--- src/rtl/usb_host_ctrl.sv ---
// FT232H bridge sequencer: parses 4-byte host command packets from the RX FIFO,
// drives the register bus, and arbitrates the TX FIFO between responses and the image stream.
module usb_host_ctrl #(
  parameter logic [7:0] SYNC_BYTE      = 8'hA5,
  parameter int         TIMEOUT_CYCLES = 1000,
  parameter int         STREAM_BURST   = 64,
  parameter int         TX_FIFO_DEPTH  = 512
) (
  input  logic       clk_i,
  input  logic       nrst,
  output logic       rxf_rdreq_o,
  input  logic [7:0] rxf_rddata_i,
  input  logic [8:0] rxf_rdusedw_i,
  output logic       txe_wrreq_o,
  output logic [7:0] txe_wrdata_o,
  input  logic [8:0] txe_wrusedw_i,
  input  logic       txe_wrfull_i,
  output logic       reg_wr_o,
  output logic       reg_rd_o,
  output logic [7:0] reg_addr_o,
  output logic [7:0] reg_wdata_o,
  input  logic [7:0] reg_rdata_i,
  input  logic       strm_valid_i,
  input  logic [7:0] strm_data_i,
  output logic       strm_ready_o,
  output logic       cmd_err_o,
  output logic       busy_o
);

  localparam int          DATA_W     = 8;
  localparam logic [7:0]  OP_WR      = 8'h01;
  localparam logic [7:0]  OP_RD      = 8'h02;
  localparam logic [15:0] TMO_LAST   = 16'(TIMEOUT_CYCLES - 1);
  localparam logic [8:0]  BURST_LAST = 9'(STREAM_BURST - 1);
  localparam logic [9:0]  ROOM_MAX   = 10'(TX_FIFO_DEPTH - 4);

  typedef enum logic [2:0] {
    P_HUNT, P_OP, P_ADDR, P_DATA, P_EXEC, P_RDCAP, P_RESP
  } p_state_t;

  typedef enum logic [1:0] {
    T_IDLE, T_RESP, T_STRM
  } t_state_t;

  p_state_t p_state, p_next;
  t_state_t t_state, t_next;

  logic              rx_vld_p1;
  logic [15:0]       tmo_cnt;
  logic              resp_pend;
  logic [1:0]        resp_idx;
  logic [8:0]        burst_cnt;

  logic [DATA_W-1:0] op_q;
  logic [DATA_W-1:0] addr_q;
  logic [DATA_W-1:0] data_q;
  logic [DATA_W-1:0] resp_b3_q;
  logic [DATA_W-1:0] resp_byte;

  logic rx_fetch;
  logic resp_load;
  logic resp_last;
  logic strm_xfer;
  logic tmo_run;

  // ---- fetch stage p0: one read request at a time, data lands in p1
  assign rxf_rdreq_o = nrst & rx_fetch & (rxf_rdusedw_i != '0) & ~rx_vld_p1;
  assign busy_o      = (p_state != P_HUNT);

  always_comb begin
    p_next    = p_state;
    rx_fetch  = 1'b0;
    reg_wr_o  = 1'b0;
    reg_rd_o  = 1'b0;
    cmd_err_o = 1'b0;
    resp_load = 1'b0;
    case (p_state)
      P_HUNT: begin
        rx_fetch = 1'b1;
        if (rx_vld_p1 && (rxf_rddata_i == SYNC_BYTE)) p_next = P_OP;
      end
      P_OP: begin
        rx_fetch = 1'b1;
        if (rx_vld_p1) p_next = P_ADDR;
        else if (tmo_cnt == TMO_LAST) begin
          cmd_err_o = 1'b1;
          p_next    = P_HUNT;
        end
      end
      P_ADDR: begin
        rx_fetch = 1'b1;
        if (rx_vld_p1) p_next = P_DATA;
        else if (tmo_cnt == TMO_LAST) begin
          cmd_err_o = 1'b1;
          p_next    = P_HUNT;
        end
      end
      P_DATA: begin
        rx_fetch = 1'b1;
        if (rx_vld_p1) p_next = P_EXEC;
        else if (tmo_cnt == TMO_LAST) begin
          cmd_err_o = 1'b1;
          p_next    = P_HUNT;
        end
      end
      P_EXEC: begin
        if (op_q == OP_WR) begin
          reg_wr_o  = 1'b1;
          resp_load = 1'b1;
          p_next    = P_RESP;
        end else if (op_q == OP_RD) begin
          reg_rd_o = 1'b1;
          p_next   = P_RDCAP;
        end else begin
          cmd_err_o = 1'b1;
          p_next    = P_HUNT;
        end
      end
      P_RDCAP: begin
        resp_load = 1'b1;
        p_next    = P_RESP;
      end
      P_RESP: begin
        if (!resp_pend) p_next = P_HUNT;
      end
      default: p_next = P_HUNT;
    endcase
  end

  // Address/data only leave the block during a strobe so the bus idles at zero.
  assign reg_addr_o  = (reg_wr_o | reg_rd_o) ? addr_q : '0;
  assign reg_wdata_o = reg_wr_o ? data_q : '0;

  assign tmo_run = ((p_state == P_OP) || (p_state == P_ADDR) || (p_state == P_DATA))
                   && (p_next == p_state) && !rx_vld_p1;

  always_ff @(posedge clk_i or negedge nrst) begin
    if (!nrst) begin
      p_state   <= P_HUNT;
      rx_vld_p1 <= 1'b0;
      tmo_cnt   <= '0;
    end else begin
      p_state   <= p_next;
      rx_vld_p1 <= rxf_rdreq_o;
      tmo_cnt   <= tmo_run ? tmo_cnt + 16'd1 : '0;
    end
  end

  // ---- capture stage p1: packet fields and response payload
  always_ff @(posedge clk_i) begin
    if (rx_vld_p1) begin
      case (p_state)
        P_OP:    op_q   <= rxf_rddata_i;
        P_ADDR:  addr_q <= rxf_rddata_i;
        P_DATA:  data_q <= rxf_rddata_i;
        default: ;
      endcase
    end
    if (resp_load) resp_b3_q <= (p_state == P_RDCAP) ? reg_rdata_i : data_q;
  end

  always_comb begin
    case (resp_idx)
      2'd0:    resp_byte = SYNC_BYTE;
      2'd1:    resp_byte = op_q | 8'h80;
      2'd2:    resp_byte = addr_q;
      default: resp_byte = resp_b3_q;
    endcase
  end

  // ---- TX arbiter: response is atomic and outranks the stream
  always_comb begin
    t_next       = t_state;
    txe_wrreq_o  = 1'b0;
    txe_wrdata_o = '0;
    strm_ready_o = 1'b0;
    resp_last    = 1'b0;
    strm_xfer    = 1'b0;
    case (t_state)
      T_IDLE: begin
        if (resp_pend) begin
          if ({1'b0, txe_wrusedw_i} <= ROOM_MAX) t_next = T_RESP;
        end else if (strm_valid_i && !txe_wrfull_i) begin
          t_next = T_STRM;
        end
      end
      T_RESP: begin
        if (!txe_wrfull_i) begin
          txe_wrreq_o  = 1'b1;
          txe_wrdata_o = resp_byte;
          if (resp_idx == 2'd3) begin
            resp_last = 1'b1;
            t_next    = T_IDLE;
          end
        end
      end
      T_STRM: begin
        strm_ready_o = ~txe_wrfull_i;
        if (!strm_valid_i) t_next = T_IDLE;
        else if (!txe_wrfull_i) begin
          strm_xfer    = 1'b1;
          txe_wrreq_o  = 1'b1;
          txe_wrdata_o = strm_data_i;
          if (burst_cnt == BURST_LAST) t_next = T_IDLE;
        end
      end
      default: t_next = T_IDLE;
    endcase
  end

  always_ff @(posedge clk_i or negedge nrst) begin
    if (!nrst) begin
      t_state   <= T_IDLE;
      resp_pend <= 1'b0;
      resp_idx  <= '0;
      burst_cnt <= '0;
    end else begin
      t_state <= t_next;
      if (resp_load)      resp_pend <= 1'b1;
      else if (resp_last) resp_pend <= 1'b0;
      if ((t_state == T_RESP) && txe_wrreq_o) resp_idx <= resp_idx + 2'd1;
      if (t_state != T_STRM) burst_cnt <= '0;
      else if (strm_xfer)    burst_cnt <= burst_cnt + 9'd1;
    end
  end

endmodule

--- config.mk ---
export PLATFORM = sky130hd
export DESIGN_NAME = usb_host_ctrl
export DESIGN_NICKNAME = d
export VERILOG_FILES = /design/src/rtl/usb_host_ctrl.sv
export SDC_FILE = /design/constraint.sdc
export NUM_CORES = 1
export LEC_CHECK = 0
export BUFFER_PORTS_ARGS = -buffer_cell sky130_fd_sc_hd__buf_2
export CORE_ASPECT_RATIO = 1.2
export CORE_MARGIN = 4
export CORE_UTILIZATION = 58
export CTS_CLUSTER_SIZE = 25
export DETAILED_ROUTE_END_ITERATION = 8
export GPL_ROUTABILITY_DRIVEN = 0
export GPL_TIMING_DRIVEN = 0
export PLACE_DENSITY = 0.85
export SLEW_MARGIN = 20
export SYNTH_ARGS = -nofsm -noshare
export SYNTH_HDL_FRONTEND = slang
export SYNTH_SLANG_ARGS = --single-unit
--- constraint.sdc ---
create_clock -name clk_i -period 6.94 [get_ports clk_i]
set_input_delay 0.694 -clock clk_i [delete_from_list [all_inputs] [get_ports clk_i]]
set_output_delay 0.694 -clock clk_i [all_outputs]
set_load 0.01 [all_outputs]
-- Word level (Yosys, flattened, before mapping)
Index checks and enable logic that the tools add are counted.
- register bits: 66
- word-level logic and storage cells: 118
- input port bits: 46
- magnitude comparators: 1
- mux-type cells: 51
- equality and inequality tests: 24
- reduce and logical (&&, ||, !) cells: 22
- bitwise operators: 6
- add/sub/neg operators: 3
- operator list (operator ; number):
    two-way mux 8 bit ; 6
    two-way mux 3 bit ; 8
    case mux 8 bit (3 select lines) ; 1
    case mux 3 bit (7 select lines) ; 1
    two-way mux 1 bit ; 19
    two-way mux 9 bit ; 2
    adder 16 x 1 -> 16 bit (second input constant) ; 1
    equality test 16 x 10 -> 1 bit (second input constant) ; 1
    two-way mux 16 bit ; 1
    two-way mux 2 bit ; 8
    case mux 8 bit (2 select lines) ; 1
    inequality test 3 bit (second input constant) ; 4
    adder 9 x 1 -> 9 bit (second input constant) ; 1
    equality test 3 bit (second input constant) ; 3
    equality test 9 x 6 -> 1 bit (second input constant) ; 1
    less-or-equal comparator 9 bit (second input constant) ; 1
    nonzero test 9 bit ; 1
    equality test 8 x 1 -> 1 bit (second input constant) ; 1
    equality test 8 x 2 -> 1 bit (second input constant) ; 1
    equality test 8 bit (second input constant) ; 1
    equality test 2 bit (second input constant) ; 3
    equality test 3 x 2 -> 1 bit (second input constant) ; 2
    inequality test 2 bit (second input constant) ; 3
    case mux 1 bit (2 select lines) ; 3
    19 further kinds ; 33

-- Logic depth before layout (Yosys ltp)
- depth in word-level cells: 8
- depth in mapped cells: 7

-- Worst setup path before layout
Ideal clock, no wire load.
- kind: register to output
- start: register op_q[5]
- end: output port reg_wdata_o[0]
- setup slack: 4.462 ns
- data arrival time: 1.784 ns
- stages on the path, launching flop included: 4
- buffers on the path: 0
- path through: edfxtp_1 or4_1 nor4_2 and2_1
- word-level cells in the longest chain between the ends: 4
- ends and longest elaborated chain (what ; line ; text):
    from (decl) ; 54 ; logic [DATA_W-1:0] op_q;
    from (signal assigned) ; 153 ; P_OP: op_q <= rxf_rddata_i;
    equality test 8 x 1 -> 1 bit ; 107 ; if (op_q == OP_WR) begin
    two-way mux 1 bit ; 107 ;
    two-way mux 1 bit ; 77 ; case (p_state)
    via reg_wr_o ; 18 ; output logic reg_wr_o,
    two-way mux 8 bit ; 132 ; assign reg_wdata_o = reg_wr_o ? data_q : '0;
    to (decl) ; 21 ; output logic [7:0] reg_wdata_o,
The timed path passes the listed nets, and every way through them passes these cells.

-- Worst setup path after layout
- start: register p_state[2]
- end: output port reg_wdata_o[0]
- word-level cells in the longest chain between the ends: 3
- ends and longest elaborated chain (what ; line ; text):
    from (decl) ; 45 ; p_state_t p_state, p_next;
    from (signal assigned) ; 143 ; p_state <= p_next;
    equality test 3 bit ; 77 ;
    two-way mux 1 bit ; 77 ;
    two-way mux 8 bit ; 132 ;
No other way between the ends.

==> results_dict.tcl <==
set metrics [dict create \
    port_buffers 76 \
    drv_cap 0 \
    grt_pass1_wl_um 12550 \
    cp_max_fo 10 \
    reg2reg_from "p_state[2]$_DFF_PN0_" \
    cp.required_ns 6.25 \
    cp-end-kind "output pin" \
    fin_crit_sh 0.4524 \
    ant_nets 0 \
    wl_um 7472 \
    critPathArrivalTime_ns 2.45 \
    ys_seq_area_frac 0.5264 \
    synth.distinct_cells 53 \
    drtIter0Drc 190 \
    p_switching_uw 298.8 \
    synth_edf_count 32 \
    max_freq_ghz 0.3185 \
    cts_setup_buffers 0 \
    rsz0062_at_grt "no" \
    slew_violations 0 \
    clock_skew_ns 0.005621 \
    syn_to_final_growth_pct 19.01 \
    drc 0 \
    fin_util 0.7180 \
    finalSetupTns_ns 0 \
    swShare 0.3009 \
    yosys.area.top_type "edfxtp_1" \
    max_stage_delay_ns 0.68 \
    track_usage 0.2227 \
    viasPerCell 5.555 \
    drive_gt1_frac 0.2696 \
    ioPinCount 77 \
    vdd_drop_max_uv 179.0 \
    slew_headroom 0.4682 \
    power_frac_comb 0.226 \
    crit_family "simple AND/OR/NAND/NOR gates" \
    dr.pass1.iters 5 \
    r2r_cells 4 \
    final_area_sq_um 4096 \
    synth-seq-cells 66 \
    ys_async_sr_fraction 0.5152 \
    cts_root_buf "clkbuf_8" \
    grt_pass1_vias 2670 \
    pwr-share-clk 0.293 \
    die_area_sq_um 7236 \
    holdBufCountCts 0 \
    leakagePower_uw 0.001741 \
    clk_latency_ns 0.34 \
    nets 458 \
    placedInstanceArea_sq_um 3923 \
    start_util 0.6033 \
    fp.dieH_um 92.39 \
    outcome "finished clean" \
    wl_per_cell_um 15.31 \
    yosys-top-cells-area "edfxtp_1 28%, dfrtp_1 25%, and2_1 4.4%" \
    hold_path_class "in -> async" \
    grt_start_max_net_pins 36 \
    hpwlAfterDp_um 5591 \
    worstSetupPathType "reg -> out" \
    vias 2711 \
    yosysWarnings 0 \
    cp_num_buf_inv 2 \
    fin_crit_ns 3.140 \
    synth_flop_cell "dfrtp_1" \
    antenna_found_initial 0 \
    die_w_um 78.33 \
    post_cts_resized 0 \
    syn_nets 371 \
    n_antenna_cell 0 \
    power.density_nw_per_um2 242.4 \
    r2r-end "resp_b3_q[6]$_DFFE_PP_" \
    cts_tree "yes" \
    crit_slowest_cell "nor4_2" \
    gr-total-overflow 0 \
    tightest_slew_ns 0.7923 \
    rows 30 \
    reg2reg_slack_ns 4.47 \
    clk_path_buf_depth 2 \
    syn_inst 316 \
    internal_power_uw 694.2 \
    power_frac_seq 0.482 \
    h-tree-depth 3 \
    hold_viol 0 \
    clkSinkCount 66 \
    numCtsBuffers 9 \
    netlist_area_sq_um 3442 \
    core-area_sq_um 5705 \
    clk_pin_slew_ns 0.07 \
    avgSynthCellArea_sq_um 10.89 \
    crit_chain "clkbuf_1, or3b_1, nor4_2, and2_1, buf_2" \
    synth_top_area_share 0.2792 \
    finalSetupViolCount 0 \
    cp-start-kind "register" \
]
## through the flow
step	total power [uW]	setup WS [ns]	hold slack, ns	std cells
floorplan	633.1	4.462	0.3984	316
global placement	702.0	4.162	0.4429	472
detailed placement	708.5	4.104	0.4514	472
CTS	997.1	3.724	0.4503	488
global route	1053	3.614	0.4840	488
finish	993.0	3.800	0.4264	488
## power groups by stage
stage          Sequential (uW)  Clock [uW]  Combinational [uW]
2_1_floorplan              477           0                 156
3_3_place_gp               484           0                 218
3_5_place_dp               485           0                 223
4_1_cts                    478         295                 225
5_1_grt                    483         318                 253
6_report                   478         291                 224
## worst reg2reg max path, cell delays in order (launching register included)
cell and delay [ns]:
dfrtp_1 0.32, clkbuf_1 0.27, or3b_1 0.46, or3_1 0.39, o21ai_1 0.66
## state kept, by name, summed over array words and instances (netlist names)
| signal | flops |
|---|---|
| burst_cnt | 9 |
| tmo_cnt | 16 |
| t_state | 2 |
| data_q | 8 |
| rx_vld_p1 | 1 |
| resp_idx | 2 |
| op_q | 8 |
| addr_q | 8 |
| resp_b3_q | 8 |
| resp_pend | 1 |
| p_state | 3 |
## kinds of logic (layout without fill, tap and decap cells)
group                      count (synthesis)  in the layout  share of synthesized area
AOI/OAI and AO/OA                         46             46                    0.09269
xor gates and xnor gates                  21             21                    0.05343
buffers and inverters                     23            115                    0.02617
muxes                                     11             11                    0.03526
DFF                                       66             66                     0.5264
adders and majority gates                  9              9                    0.03272
and+or+nand+nor                          140            140                     0.2334
## synthesized netlist by cell type, types with 6 or more instances
cell	n
a22oi_1	9
and2_1	24
clkbuf_1	8
dfrtp_1	34
edfxtp_1	32
ha_1	9
inv_1	12
mux2_2	9
nand2_1	25
nand3_1	6
nand4_1	6
nor2_1	24
nor2b_1	7
nor3_1	9
o21ai_0	10
or3_1	6
xnor2_1	17
## how the worst max path moves through the flow
stage	start	to	slack, ns	cells past startpoint
detailed placement	p_state[2]$_DFF_PN0_	reg_wdata_o[0]	4.10	5
global route	p_state[2]$_DFF_PN0_	reg_wdata_o[0]	3.61	5
finish	p_state[2]$_DFF_PN0_	reg_wdata_o[0]	3.80	5
floorplan	op_q[5]$_DFFE_PP_	reg_wdata_o[0]	4.46	3
CTS	p_state[2]$_DFF_PN0_	reg_wdata_o[0]	3.72	5
global placement	op_q[5]$_DFFE_PP_	reg_wdata_o[0]	4.16	4
## routing by layer
layer | vias to the layer above | GRT usage | wire, um | part of all wire
met1 | 1304 | 0.2888 | 3227 | 0.43
met5 | - | 0 | 0 | 0
met4 | 0 | 0.08017 | 105 | 0.014
met3 | 11 | 0.04475 | 358 | 0.048
met2 | 77 | 0.3707 | 3780 | 0.51
li1 | 1319 | - | - | -
## layout make-up
cell class	instances	area (sq um)
multi-input combinational	227	1540
clock inverter	2	11.26
inverter	12	45.04
fill	428	1609
clock buffer	14	162.7
buffer	11	45.04
sequential	66	1812
tap	80	100.1
timing repair buffer	76	380.4
## cell usage in the layout (no fill, tap or decap), types with 3 or more instances in the layout
| cell | synthesis | layout |
|---|---|---|
| nand2_1 | 25 | 25 |
| clkbuf_8 | 0 | 11 |
| mux2_2 | 9 | 9 |
| and3_1 | 3 | 3 |
| ha_1 | 9 | 9 |
| or3_1 | 6 | 6 |
| edfxtp_1 | 32 | 32 |
| nor4_1 | 4 | 4 |
| a22oi_1 | 9 | 9 |
| xnor2_1 | 17 | 17 |
| clkbuf_1 | 8 | 11 |
| nand4_1 | 6 | 6 |
| a21oi_1 | 5 | 5 |
| nor2b_1 | 7 | 7 |
| dfrtp_1 | 34 | 34 |
| xor2_1 | 4 | 4 |
| a21o_1 | 3 | 3 |
| nand2b_1 | 3 | 3 |
| inv_1 | 12 | 12 |
| nor2_1 | 24 | 24 |
| o21ai_0 | 10 | 10 |
| and2_1 | 24 | 24 |
| nand3_1 | 6 | 6 |
| buf_2 | 3 | 79 |
| or4_1 | 5 | 5 |
| a221oi_1 | 3 | 3 |
| nor3_1 | 9 | 9 |
(Power assumes the default switching activity.)
